File: src/rtl/fft_pkg.sv
// rtl/fft_pkg.sv - shared types, arithmetic helpers and twiddle generation for the R2SDF FFT
//
// Purpose : common definitions for the fixed-point R2SDF stage and its twiddle ROM.
//   stage_state_e - FILL/RUN state of a stage
//   LATENCY       - input-to-output latency of one stage in clocks
//   round_shift   - arithmetic right shift with round-half-up
//   saturate      - clamp a value to a signed width
//   twiddle_val   - integer twiddle coefficient, evaluated with constant arguments
package fft_pkg;

  localparam int LATENCY = 2;
  localparam real PI = 3.14159265358979323846;

  typedef enum logic {
    ST_FILL = 1'b0,
    ST_RUN  = 1'b1
  } stage_state_e;

  // (x + 2^(sh-1)) >>> sh; sh = 0 passes x through untouched.
  function automatic longint round_shift(input longint x, input int sh);
    if (sh <= 0) return x;
    return (x + (64'sd1 <<< (sh - 1))) >>> sh;
  endfunction

  function automatic longint saturate(input longint x, input int w);
    longint hi;
    longint lo;
    hi = (64'sd1 <<< (w - 1)) - 64'sd1;
    lo = -(64'sd1 <<< (w - 1));
    if (x > hi) return hi;
    if (x < lo) return lo;
    return x;
  endfunction

  // round(cos|sin(2*pi*m/2^n) * (2^(tw-1)-1)), halves rounded away from zero.
  // Full scale is 2^(tw-1)-1 so that +1.0 never wraps to the negative rail.
  function automatic int twiddle_val(input int m, input int n, input int tw, input bit want_sin);
    real ang;
    real v;
    real s;
    ang = 2.0 * PI * real'(m) / (2.0 ** n);
    v   = want_sin ? $sin(ang) : $cos(ang);
    s   = v * ((2.0 ** (tw - 1)) - 1.0);
    return (s >= 0.0) ? $rtoi(s + 0.5) : $rtoi(s - 0.5);
  endfunction

endpackage

File: src/rtl/r2sdf_twiddle_rom.sv
// rtl/r2sdf_twiddle_rom.sv - registered twiddle lookup for one R2SDF stage
//
// Purpose : maps position k to W^(k*2^(STAGE-1)) with one clock of latency so the
//           coefficient lines up with the butterfly register of the stage.
// Ports   : clk, rst_n  - clock, synchronous active-low reset
//           en          - advance (one accepted input sample)
//           k           - position inside the half period
//           inverse     - 1 selects the conjugate twiddle
//           wr, wi      - registered twiddle real/imag, Q1.(TW-1)
module r2sdf_twiddle_rom
  import fft_pkg::*;
#(
  parameter int N     = 3,
  parameter int STAGE = 1,
  parameter int TW    = 16,
  localparam int D    = 1 << (N - STAGE),
  localparam int KW   = (N - STAGE > 0) ? (N - STAGE) : 1
) (
  input  logic                 clk,
  input  logic                 rst_n,
  input  logic                 en,
  input  logic [KW-1:0]        k,
  input  logic                 inverse,
  output logic signed [TW-1:0] wr,
  output logic signed [TW-1:0] wi
);

  logic signed [TW-1:0] cos_tab [D];
  logic signed [TW-1:0] sin_tab [D];

  // Constant arguments only: these fold to a fixed table.
  for (genvar i = 0; i < D; i++) begin : g_tab
    assign cos_tab[i] = TW'(twiddle_val(i << (STAGE - 1), N, TW, 1'b0));
    assign sin_tab[i] = TW'(twiddle_val(i << (STAGE - 1), N, TW, 1'b1));
  end

  // Forward W = cos - j*sin; inverse uses the conjugate cos + j*sin.
  always_ff @(posedge clk) begin
    if (!rst_n) begin
      wr <= '0;
      wi <= '0;
    end else if (en) begin
      wr <= cos_tab[k];
      wi <= inverse ? sin_tab[k] : -sin_tab[k];
    end
  end

endmodule

File: src/rtl/r2sdf_stage_fx.sv
// rtl/r2sdf_stage_fx.sv - fixed-point radix-2 single-path delay-feedback DIF FFT stage
//
// Purpose : one streaming R2SDF stage; cascade N of them for a 2^N-point FFT.
// Ports   : clk, rst_n         - clock, synchronous active-low reset
//           in_valid, in_sof   - input qualifier, first sample of a frame
//           in_inverse         - conjugate twiddles, latched with in_sof
//           in_re, in_im       - input sample, DW bits signed
//           out_valid, out_sof - output qualifier, first output of a frame
//           out_re, out_im     - output sample, OW bits signed
//           sync_err           - one-cycle pulse on an off-boundary in_sof
module r2sdf_stage_fx
  import fft_pkg::*;
#(
  parameter int N     = 3,
  parameter int STAGE = 1,
  parameter int DW    = 16,
  parameter int TW    = 16,
  parameter int SCALE = 1,
  localparam int OW   = (SCALE != 0) ? DW : DW + 1
) (
  input  logic                 clk,
  input  logic                 rst_n,
  input  logic                 in_valid,
  input  logic                 in_sof,
  input  logic                 in_inverse,
  input  logic signed [DW-1:0] in_re,
  input  logic signed [DW-1:0] in_im,
  output logic                 out_valid,
  output logic                 out_sof,
  output logic signed [OW-1:0] out_re,
  output logic signed [OW-1:0] out_im,
  output logic                 sync_err
);

  localparam int D        = 1 << (N - STAGE);
  localparam int KW       = (N - STAGE > 0) ? (N - STAGE) : 1;
  localparam int SHIFT_BF = (SCALE != 0) ? 1 : 0;
  localparam logic [N-1:0] CNT_LAST_FILL = N'(D - 1);
  localparam logic [N-1:0] CNT_D         = N'(D);
  localparam logic [N-1:0] K_MASK        = N'(D - 1);

  stage_state_e state_q, state_d;
  logic [N-1:0]  cnt_q, cnt_eff;
  logic          inv_q, sof_pend_q;
  logic          sof_hit, resync, fill_done, run_eff, h, use_mult, sof_mark;
  logic [KW-1:0] k;

  logic signed [OW-1:0] fifo_re [D];
  logic signed [OW-1:0] fifo_im [D];
  logic signed [OW-1:0] head_re, head_im, ext_re, ext_im;
  logic signed [OW-1:0] bf_next_re, bf_next_im, push_re, push_im;
  longint               sum_re, sum_im, diff_re, diff_im, prod_re, prod_im;
  logic signed [OW-1:0] mul_re, mul_im;

  logic                 v1, v1_raw, sof1, bf_mul;
  logic signed [OW-1:0] bf_re, bf_im;
  logic signed [TW-1:0] wr, wi;

  // Control: an in_sof forces the sample to position 0 of a new frame in the same cycle.
  always_comb begin
    sof_hit   = in_valid && in_sof;
    resync    = sof_hit && (cnt_q != '0);
    cnt_eff   = sof_hit ? '0 : cnt_q;
    h         = cnt_eff[N-STAGE];
    k         = KW'(cnt_eff & K_MASK);
    fill_done = in_valid && (cnt_eff == CNT_LAST_FILL);
    run_eff   = (state_q == ST_RUN) && !resync;
    use_mult  = !h && (k != '0);
    sof_mark  = in_valid && run_eff && (sof_hit || sof_pend_q) && (cnt_eff == CNT_D);
    state_d   = state_q;
    case (state_q)
      ST_FILL: if (fill_done) state_d = ST_RUN;
      ST_RUN:  if (resync) state_d = fill_done ? ST_RUN : ST_FILL;
      default: state_d = ST_FILL;
    endcase
  end

  // Butterfly and multiplier arithmetic, all in 64-bit before saturation.
  always_comb begin
    head_re    = fifo_re[D-1];
    head_im    = fifo_im[D-1];
    ext_re     = OW'(in_re);
    ext_im     = OW'(in_im);
    sum_re     = saturate(round_shift(longint'(head_re) + longint'(ext_re), SHIFT_BF), OW);
    sum_im     = saturate(round_shift(longint'(head_im) + longint'(ext_im), SHIFT_BF), OW);
    // a-b can exceed the signed range even after halving (max - min), hence the clamp.
    diff_re    = saturate(round_shift(longint'(head_re) - longint'(ext_re), SHIFT_BF), OW);
    diff_im    = saturate(round_shift(longint'(head_im) - longint'(ext_im), SHIFT_BF), OW);
    bf_next_re = h ? OW'(sum_re) : head_re;
    bf_next_im = h ? OW'(sum_im) : head_im;
    push_re    = h ? OW'(diff_re) : ext_re;
    push_im    = h ? OW'(diff_im) : ext_im;
    prod_re    = longint'(bf_re) * longint'(wr) - longint'(bf_im) * longint'(wi);
    prod_im    = longint'(bf_re) * longint'(wi) + longint'(bf_im) * longint'(wr);
    mul_re     = OW'(saturate(round_shift(prod_re, TW - 1), OW));
    mul_im     = OW'(saturate(round_shift(prod_im, TW - 1), OW));
  end

  always_ff @(posedge clk) begin
    if (!rst_n) begin
      state_q    <= ST_FILL;
      cnt_q      <= '0;
      inv_q      <= 1'b0;
      sof_pend_q <= 1'b0;
      sync_err   <= 1'b0;
      v1         <= 1'b0;
      v1_raw     <= 1'b0;
      sof1       <= 1'b0;
      bf_mul     <= 1'b0;
      bf_re      <= '0;
      bf_im      <= '0;
      out_valid  <= 1'b0;
      out_sof    <= 1'b0;
      out_re     <= '0;
      out_im     <= '0;
    end else begin
      state_q   <= state_d;
      sync_err  <= resync;
      v1        <= in_valid && run_eff;
      v1_raw    <= in_valid;
      sof1      <= sof_mark;
      out_valid <= v1;
      out_sof   <= sof1;
      if (in_valid) begin
        cnt_q  <= cnt_eff + N'(1);
        bf_re  <= bf_next_re;
        bf_im  <= bf_next_im;
        bf_mul <= use_mult;
      end
      if (sof_hit) begin
        inv_q <= in_inverse;
      end
      if (sof_hit) begin
        sof_pend_q <= 1'b1;
      end else if (sof_mark) begin
        sof_pend_q <= 1'b0;
      end
      if (v1_raw) begin
        out_re <= bf_mul ? mul_re : bf_re;
        out_im <= bf_mul ? mul_im : bf_im;
      end
    end
  end

  // Delay line: index 0 is the newest entry, D-1 the head.
  always_ff @(posedge clk) begin
    if (in_valid) begin
      fifo_re[0] <= push_re;
      fifo_im[0] <= push_im;
      for (int i = 1; i < D; i++) begin
        fifo_re[i] <= fifo_re[i-1];
        fifo_im[i] <= fifo_im[i-1];
      end
    end
  end

  r2sdf_twiddle_rom #(
    .N     (N),
    .STAGE (STAGE),
    .TW    (TW)
  ) u_rom (
    .clk     (clk),
    .rst_n   (rst_n),
    .en      (in_valid),
    .k       (k),
    .inverse (inv_q),
    .wr      (wr),
    .wi      (wi)
  );

endmodule

File: config.mk
export PLATFORM = sky130hd
export DESIGN_NAME = r2sdf_stage_fx
export DESIGN_NICKNAME = d
export VERILOG_FILES = /design/src/rtl/fft_pkg.sv /design/src/rtl/r2sdf_twiddle_rom.sv /design/src/rtl/r2sdf_stage_fx.sv
export SDC_FILE = /design/constraint.sdc
export NUM_CORES = 2
export LEC_CHECK = 0
export CORE_MARGIN = 5
export CORE_UTILIZATION = 40
export CTS_CLUSTER_DIAMETER = 200
export DETAILED_ROUTE_END_ITERATION = 7
export SETUP_SLACK_MARGIN = 0.1
export SLEW_MARGIN = 20
export SYNTH_ARGS = -nofsm -noshare
export SYNTH_HDL_FRONTEND = slang
export SYNTH_SLANG_ARGS = --single-unit
File: constraint.sdc
create_clock -name clk -period 10.5 [get_ports clk]
set_clock_uncertainty 0.1 [all_clocks]
set_input_delay 2.1 -clock clk [delete_from_list [all_inputs] [get_ports clk]]
set_output_delay 2.1 -clock clk [all_outputs]
set_load 0.05 [all_outputs]
; ---- Yosys cells after proc, flatten, opt, wreduce, memory -nomap -nowiden
; Memory sizes are Yosys's and may differ from the RTL's.
; Index checks and enable logic that the tools add are counted.
[totals]
ff_bits = 109
latchBits = 0
ram_bits = 128
mem_bits_ro = 0
in_bits = 37
out_inout_bits = 35
word_cells = 131
mem_count = 2
[memory_table]
columns = memory, depth, word_bits, read_ports, rd_ports_with_merged_regs, write_ports, line
row1 = fifo_im, 4, 16, 4, 0, 4, r2sdf_stage_fx.sv:49  ; logic signed [OW-1:0] fifo_im [D];
row2 = fifo_re, 4, 16, 4, 0, 4, r2sdf_stage_fx.sv:48  ; logic signed [OW-1:0] fifo_re [D];
[classes]
add_sub_neg = 14
mul = 4
div_mod_pow = 0
n_lt_le_gt_ge = 13
eq_ne = 2
shifts = 0
muxes = 63
bitwise = 2
n_reduce_logical = 14
[ops]
columns = cell, count
row1 = two-way mux 16 bit, 29
row2 = multiplier 16 x 16 -> 32 bit, 4
row3 = two-way mux 15 bit, 6
row4 = adder 17 x 2 -> 18 bit (second input constant), 4
row5 = adder 33 x 16 -> 34 bit (second input constant), 2
row6 = > comparator 17 x 16 -> 1 bit (second input constant), 4
row7 = < comparator 17 x 16 -> 1 bit (second input constant), 4
row8 = binary-select mux 16 bit (select 2 bit), 2
row9 = > comparator 19 x 16 -> 1 bit (second input constant), 2
row10 = < comparator 19 x 16 -> 1 bit (second input constant), 2
row11 = adder 16 x 16 -> 17 bit, 2
row12 = subtractor 16 x 16 -> 17 bit, 2
row13 = adder 32 x 32 -> 33 bit, 1
row14 = subtractor 32 x 32 -> 33 bit, 1
row15 = two-way mux 1 bit, 24
row16 = negation 16 bit, 1
row17 = logical AND 1 bit, 8
row18 = nonzero test 2 bit, 2
row19 = adder 3 x 1 -> 3 bit (second input constant), 1
row20 = equality test 3 x 2 -> 1 bit (second input constant), 1
row21 = equality test 3 bit (second input constant), 1
row22 = greater-or-equal comparator 3 bit (second input constant), 1
row23 = two-way mux 3 bit, 1
row24 = inverter 2 -> 3 bit, 1
row25 = other kinds (5), 6

; ---- Logic depth before layout (Yosys ltp)
[depth]
depth_word = 9
mapped_depth = 33

; ---- Modules after synthesis
; Synthesis repeated with hierarchy kept, for this count alone.
[unflattened]
hier_cells = 5491
area_unflattened_um2 = 52242.6
[modules_own_cells]
columns = module, instances, cells_per_inst, area_each_um2, seq_area_each_um2
row1 = r2sdf_stage_fx, 1, 5420, 51568.2, 5385.2
row2 = r2sdf_twiddle_rom, 1, 71, 674.4, 200.2

; ---- Worst setup path before layout
; OpenSTA, ideal clock, no wires.
[synth_path]
path_kind = reg-to-reg
startpoint = register u_rom.wi[13]
endpoint = register out_re[10]
setup_time_ns = 0.117
t_arrival_ns = 7.921
t_required_ns = 10.283
slack_ns = 2.362
stages_incl_launch_ff = 30
n_path_buf = 4
synth_period_minus_slack_ns = 8.138
path_cell_list = dfxtp_1 clkbuf_1 clkbuf_1 nand2_1 ha_1 ha_1 nor2_1 fa_1 inv_1 fa_1 fa_1 fa_1 fa_1 fa_1 inv_1 fa_1 inv_1 ha_1 buf_2 and4_1 nand3_1 nor4_1 a41oi_1 a21oi_1 a311oi_2 xnor2_1 a31oi_2 buf_6 o21ai_2 a22o_1
[synth_via]
elab_chain_cells = 9
elab_cells_between_ends = 13
[synth_lines]
columns = element, line
row1 = from (decl), r2sdf_twiddle_rom.sv:25  ; output logic signed [TW-1:0] wi
row2 = from (signal assigned), r2sdf_twiddle_rom.sv:44  ; wi <= inverse ? sin_tab[k] : -sin_tab[k];
row3 = multiplier 16 x 16 -> 32 bit (*), r2sdf_stage_fx.sv:93  ; prod_re = longint'(bf_re) * longint'(wr) - longint'(bf_im) * longint'(wi);
row4 = subtractor 32 x 32 -> 33 bit (*), r2sdf_stage_fx.sv:93
row5 = adder 33 x 16 -> 34 bit (*), fft_pkg.sv:22  ; return (x + (64'sd1 <<< (sh - 1))) >>> sh;
row6 = > comparator 19 x 16 -> 1 bit / < comparator 19 x 16 -> 1 bit (equally long branches), "fft_pkg.sv:30, fft_pkg.sv:31"
row7 = two-way mux 15 bit / two-way mux 1 bit (equally long branches), "fft_pkg.sv:30, fft_pkg.sv:31"
row8 = two-way mux 16 bit / two-way mux 1 bit (equally long branches), fft_pkg.sv:31  ; if (x < lo) return lo;
row9 = two-way mux 16 bit, fft_pkg.sv:32  ; return x;
row10 = two-way mux 16 bit (*), fft_pkg.sv:31
row11 = two-way mux 16 bit (*), r2sdf_stage_fx.sv:139  ; out_re <= bf_mul ? mul_re : bf_re;
row12 = to (signal assigned), r2sdf_stage_fx.sv:139
row13 = to (decl), r2sdf_stage_fx.sv:30  ; output logic signed [OW-1:0] out_re,
; Every way passes the cells marked *; elsewhere a longest branch is shown, timed or not. The select of a mux whose other input is x is not followed.
; A chain may end at the register's enable or synchronous reset.

; ---- Worst setup path in the final report
[layout_path]
startpoint = register u_rom.wr[13]
endpoint = register out_im[7]
[layout_via]
elab_chain_cells = 9
elab_cells_between_ends = 13
[layout_lines]
columns = element, line
row1 = from (decl), r2sdf_twiddle_rom.sv:24  ; output logic signed [TW-1:0] wr,
row2 = from (signal assigned), r2sdf_twiddle_rom.sv:43  ; wr <= cos_tab[k];
row3 = multiplier 16 x 16 -> 32 bit (*), r2sdf_stage_fx.sv:94  ; prod_im = longint'(bf_re) * longint'(wi) + longint'(bf_im) * longint'(wr);
row4 = adder 32 x 32 -> 33 bit (*), r2sdf_stage_fx.sv:94
row5 = adder 33 x 16 -> 34 bit (*), fft_pkg.sv:22
row6 = > comparator 19 x 16 -> 1 bit / < comparator 19 x 16 -> 1 bit (equally long branches), "fft_pkg.sv:30, fft_pkg.sv:31"
row7 = two-way mux 15 bit / two-way mux 1 bit (equally long branches), "fft_pkg.sv:30, fft_pkg.sv:31"
row8 = two-way mux 16 bit / two-way mux 1 bit (equally long branches), fft_pkg.sv:31
row9 = two-way mux 16 bit, fft_pkg.sv:32
row10 = two-way mux 16 bit (*), fft_pkg.sv:31
row11 = two-way mux 16 bit (*), r2sdf_stage_fx.sv:140  ; out_im <= bf_mul ? mul_im : bf_im;
row12 = to (signal assigned), r2sdf_stage_fx.sv:140
row13 = to (decl), r2sdf_stage_fx.sv:31  ; output logic signed [OW-1:0] out_im,
; Marked as above.

==> flow_summary.json <==
{
  "syn_avg_cell_area_um2": 10.10,
  "die_w_um": 354.8,
  "pwr-share-clk": 0.064,
  "grt_busiest_layer": "met2",
  "worstSetupPathType": "reg -> reg",
  "ir_worst_vdd_v": 0.0007407,
  "status": "finished, final reports clean",
  "netSwitchingPower_mw": 8.208,
  "p_int_mw": 6.434,
  "hold_class": "reg -> reg",
  "clockRootBuffer": "clkbuf_16",
  "fin_crit_sh": 0.9206,
  "ant_nets": 0,
  "ff2ff_setup_slack_ns": 0.83,
  "postLayoutSetupSlackWorst_ns": 0.8334,
  "endpoint_kind": "flop",
  "layout-drive-gt1-share": 0.03381,
  "synth_edf_count": 128,
  "grt_usage": 0.2029,
  "power_density_nw_per_um2": 286.7,
  "wire_per_inst_um": 19.69,
  "hp-start": "fifo_im[0][13]$_DFFE_PP_",
  "gp_congestion": 0.9418,
  "place_hpwl_mm": 107.2,
  "crit_path_max_fanout": 19,
  "gr-total-overflow": 0,
  "io-pin-count": 72,
  "grt_max_degree": 76,
  "p_leak_nw": 25.65,
  "vias": 31160,
  "min_to": "fifo_im[1][13]$_DFFE_PP_",
  "synth_cells": 4707,
  "cts.sinks": 215,
  "route.detailed.drc": 0,
  "r2r-start": "u_rom.wr[13]$_SDFFE_PN0P_",
  "crit_path_start_kind": "flop",
  "post-place-ws_ns": 0.8632,
  "drv_slew": 0,
  "via_per_inst": 4.945,
  "antenna_found_initial": 1,
  "swShare": 0.5606,
  "tritoncts": "yes",
  "grt_pass1_vias": 34060,
  "cts_resized": 0,
  "async_reset_ff_frac": 0,
  "syn_nets": 6306,
  "grt_pass1_wl_mm": 197.5,
  "grtUsageMet1": 0.2695,
  "drt_iter0_markers": 1825,
  "p_comb_frac": 0.864,
  "clk_pin_slew_ns": 0.08,
  "reg2reg_depth": 25,
  "r2r_end": "out_im[7]$_SDFFE_PN0P_",
  "synth_warnings": 0,
  "worstPathRequired_ns": 10.92,
  "fin_nets": 6341,
  "cap_violations": 0,
  "die_area_um2": 125900,
  "setup_viol": 0,
  "post_cts_buffers": 0,
  "cts_max_level": 1,
  "synthToLayoutAreaGrowth_pct": 7.380,
  "clkLatencyLatePin_ns": 0.60,
  "p_seq_frac": 0.071,
  "ys_types": 82,
  "cts_buffer_depth": 3,
  "core_um2": 118100,
  "holdBufCountCts": 0,
  "cts_buffers": 26,
  "wirelength_mm": 124.0,
  "rsz0062_at_grt": "false",
  "period_minus_slack_ns": 9.667,
  "die_height_um": 354.8,
  "yosys_most_used_dff": "edfxtp_1",
  "rows": 126,
  "hold_viol_final": 0,
  "max_slew_margin": 0.2947,
  "ys_seq_elements": 215,
  "tns_ns": 0,
  "worst_slew_pin_slew_ns": 1.055,
  "yosysSeqAreaShare": 0.1174,
  "arrival_ns": 10.09,
  "start_util": 0.4027,
  "met3_usage": 0.03372,
  "met2_usage": 0.3512,
  "syn_area_um2": 47560,
  "drtPass1Iterations": 7,
  "fmax_ghz": 0.1034,
  "portBuffers": 71,
  "holdPathStages": 0
}
sequential cells by signal (all words and copies together) (netlist names):
signal and flops:
sof1 1, sync_err 1, bf_mul 1, cnt_q 3, out_im 16, v1_raw 1
state_q 1, fifo_im 64, sof_pend_q 1, out_re 16, u_rom.wi 5, out_sof 1
out_valid 1, fifo_re 64, inv_q 1, v1 1, bf_re 16, bf_im 16
u_rom.wr 5
how the worst max path moves through the flow:
stage | startpoint | endpoint | slack, ns
floorplan | u_rom.wi[13]$_SDFFE_PN0P_ | out_re[10]$_SDFFE_PN0P_ | 2.36
global placement | u_rom.wr[13]$_SDFFE_PN0P_ | out_im[7]$_SDFFE_PN0P_ | 0.91
detailed placement | u_rom.wr[13]$_SDFFE_PN0P_ | out_im[7]$_SDFFE_PN0P_ | 0.86
CTS | u_rom.wr[13]$_SDFFE_PN0P_ | out_im[7]$_SDFFE_PN0P_ | 0.79
global route | u_rom.wr[13]$_SDFFE_PN0P_ | out_im[7]$_SDFFE_PN0P_ | 0.42
finish | u_rom.wr[13]$_SDFFE_PN0P_ | out_im[7]$_SDFFE_PN0P_ | 0.83
cell families (layout without fill, tap and decap cells):
logic type	Yosys count	in the layout	share of synthesized area
adders and majority gates	1564	1564	0.5890
buffers and inverters	1525	1580	0.1208
and+or+nand+nor	755	755	0.07533
AOI/OAI and AO/OA	504	504	0.07059
DFF	215	215	0.1174
xor gates and xnor gates	136	136	0.02505
muxes	8	8	0.001763
other	0	3	0
area by class of cell:
cell class	instances	area [µm²]
Timing Repair Buffer	135	1192
Multi-Input combinational cell	2967	36230
Inverter	1397	5244
Sequential cell	215	5588
Antenna cell	3	7.507
Clock inverter	18	193.9
Fill cell	11270	67020
Tap cell	1536	1922
Clock buffer	30	685.7
placed cells by master, fill, tap and decap left out, types with 10 or more instances in the layout:
master and count:
edfxtp_1 128, o21ai_0 98, o22ai_1 28, nand2b_1 24, ha_1 437, nand4_1 11, and2_1 130, nor3_1 22
a22o_1 32, a211oi_1 16, o211ai_1 21, fa_1 1125, o21a_1 13, xnor2_1 98, o21ai_1 16, nor2b_1 44
o21bai_1 23, o21ai_2 10, clkdlybuf4s50_1 70, and3_1 12, a21oi_1 131, xor2_1 38, a21o_1 34, nand3_1 25
a31oi_1 11, clkbuf_16 26, dfxtp_1 85, inv_1 1394, buf_4 64, nand2_1 275, nor2_1 172
per-stage QoR:
stage / util / hold slack (ns) / cells / total power, mW / cell area [µm²]
after floorplan: - / 0.3003 / 4707 / 10.84 / 47560
after global placement: 0.4249 / 0.3007 / 6250 / 13.54 / 50180
after detailed placement: 0.4249 / 0.3045 / 6250 / 13.62 / 50180
after CTS: 0.4324 / 0.2959 / 6298 / 14.66 / 51060
after global routing: 0.4324 / 0.3168 / 6298 / 16.24 / 51060
final: 0.4325 / 0.2974 / 6301 / 14.64 / 51070
routing by layer:
metal / share of wire / up-vias
li1: - / 14150
met1: 0.42 / 16080
met2: 0.49 / 800
met3: 0.057 / 130
met4: 0.026 / 0
met5: 0 / -
Yosys cell counts (6+ instances only):
library cell  instances  area share
nand2_1             275       0.022
o22ai_1              28      0.0037
o211ai_1             21      0.0033
o21ai_1              16      0.0017
dfxtp_1              87       0.037
nand2b_1             24      0.0032
inv_1              1394        0.11
a21oi_1             131       0.014
o31ai_1               9      0.0014
a31oi_1              11      0.0014
and3_1               12      0.0016
o21ai_0              98       0.010
and2_1              131       0.017
o21a_1               13      0.0021
ha_1                437        0.11
nor2_1              173       0.014
xor2_1               38      0.0070
o21bai_1             23      0.0036
clkbuf_1            118      0.0093
nand3_1              25      0.0026
a21o_1               34      0.0054
nand4_1              11      0.0014
o21ai_2              10      0.0018
nor2b_1              44      0.0058
nor3_1               22      0.0023
or2_2                 9      0.0012
a211o_1               6      0.0011
xnor2_1              98       0.018
fa_1               1125        0.47
a211oi_1             16      0.0025
edfxtp_1            128       0.081
a22o_1               32      0.0059
or3_1                 9      0.0012
worst max-delay path: stages, from the launching register on:
cell	delay, ns
dfxtp_1	0.84
buf_4	0.46
nand2_1	0.40
fa_1	0.61
fa_1	0.56
inv_1	0.05
fa_1	0.49
inv_1	0.05
fa_1	0.53
inv_1	0.05
fa_1	0.50
fa_1	0.43
fa_1	0.49
inv_1	0.05
fa_1	0.47
inv_1	0.04
ha_1	0.29
o211ai_1	0.11
a211oi_2	0.46
a21oi_1	0.28
o211ai_1	0.50
o21ai_1	0.17
xnor2_1	0.82
a21oi_2	0.33
o31ai_1	0.32
a22o_1	0.15
power by group through the flow:
stage	combinational, mW	clock (mW)	sequential, mW
finish	12.7	0.943	1.04
global route	14.2	1.01	1.05
CTS	12.6	0.972	1.04
detailed placement	12.6	0	1.06
global placement	12.5	0	1.06
floorplan	9.79	0	1.05
No activity file was read; power rests on OpenSTA's default activity.
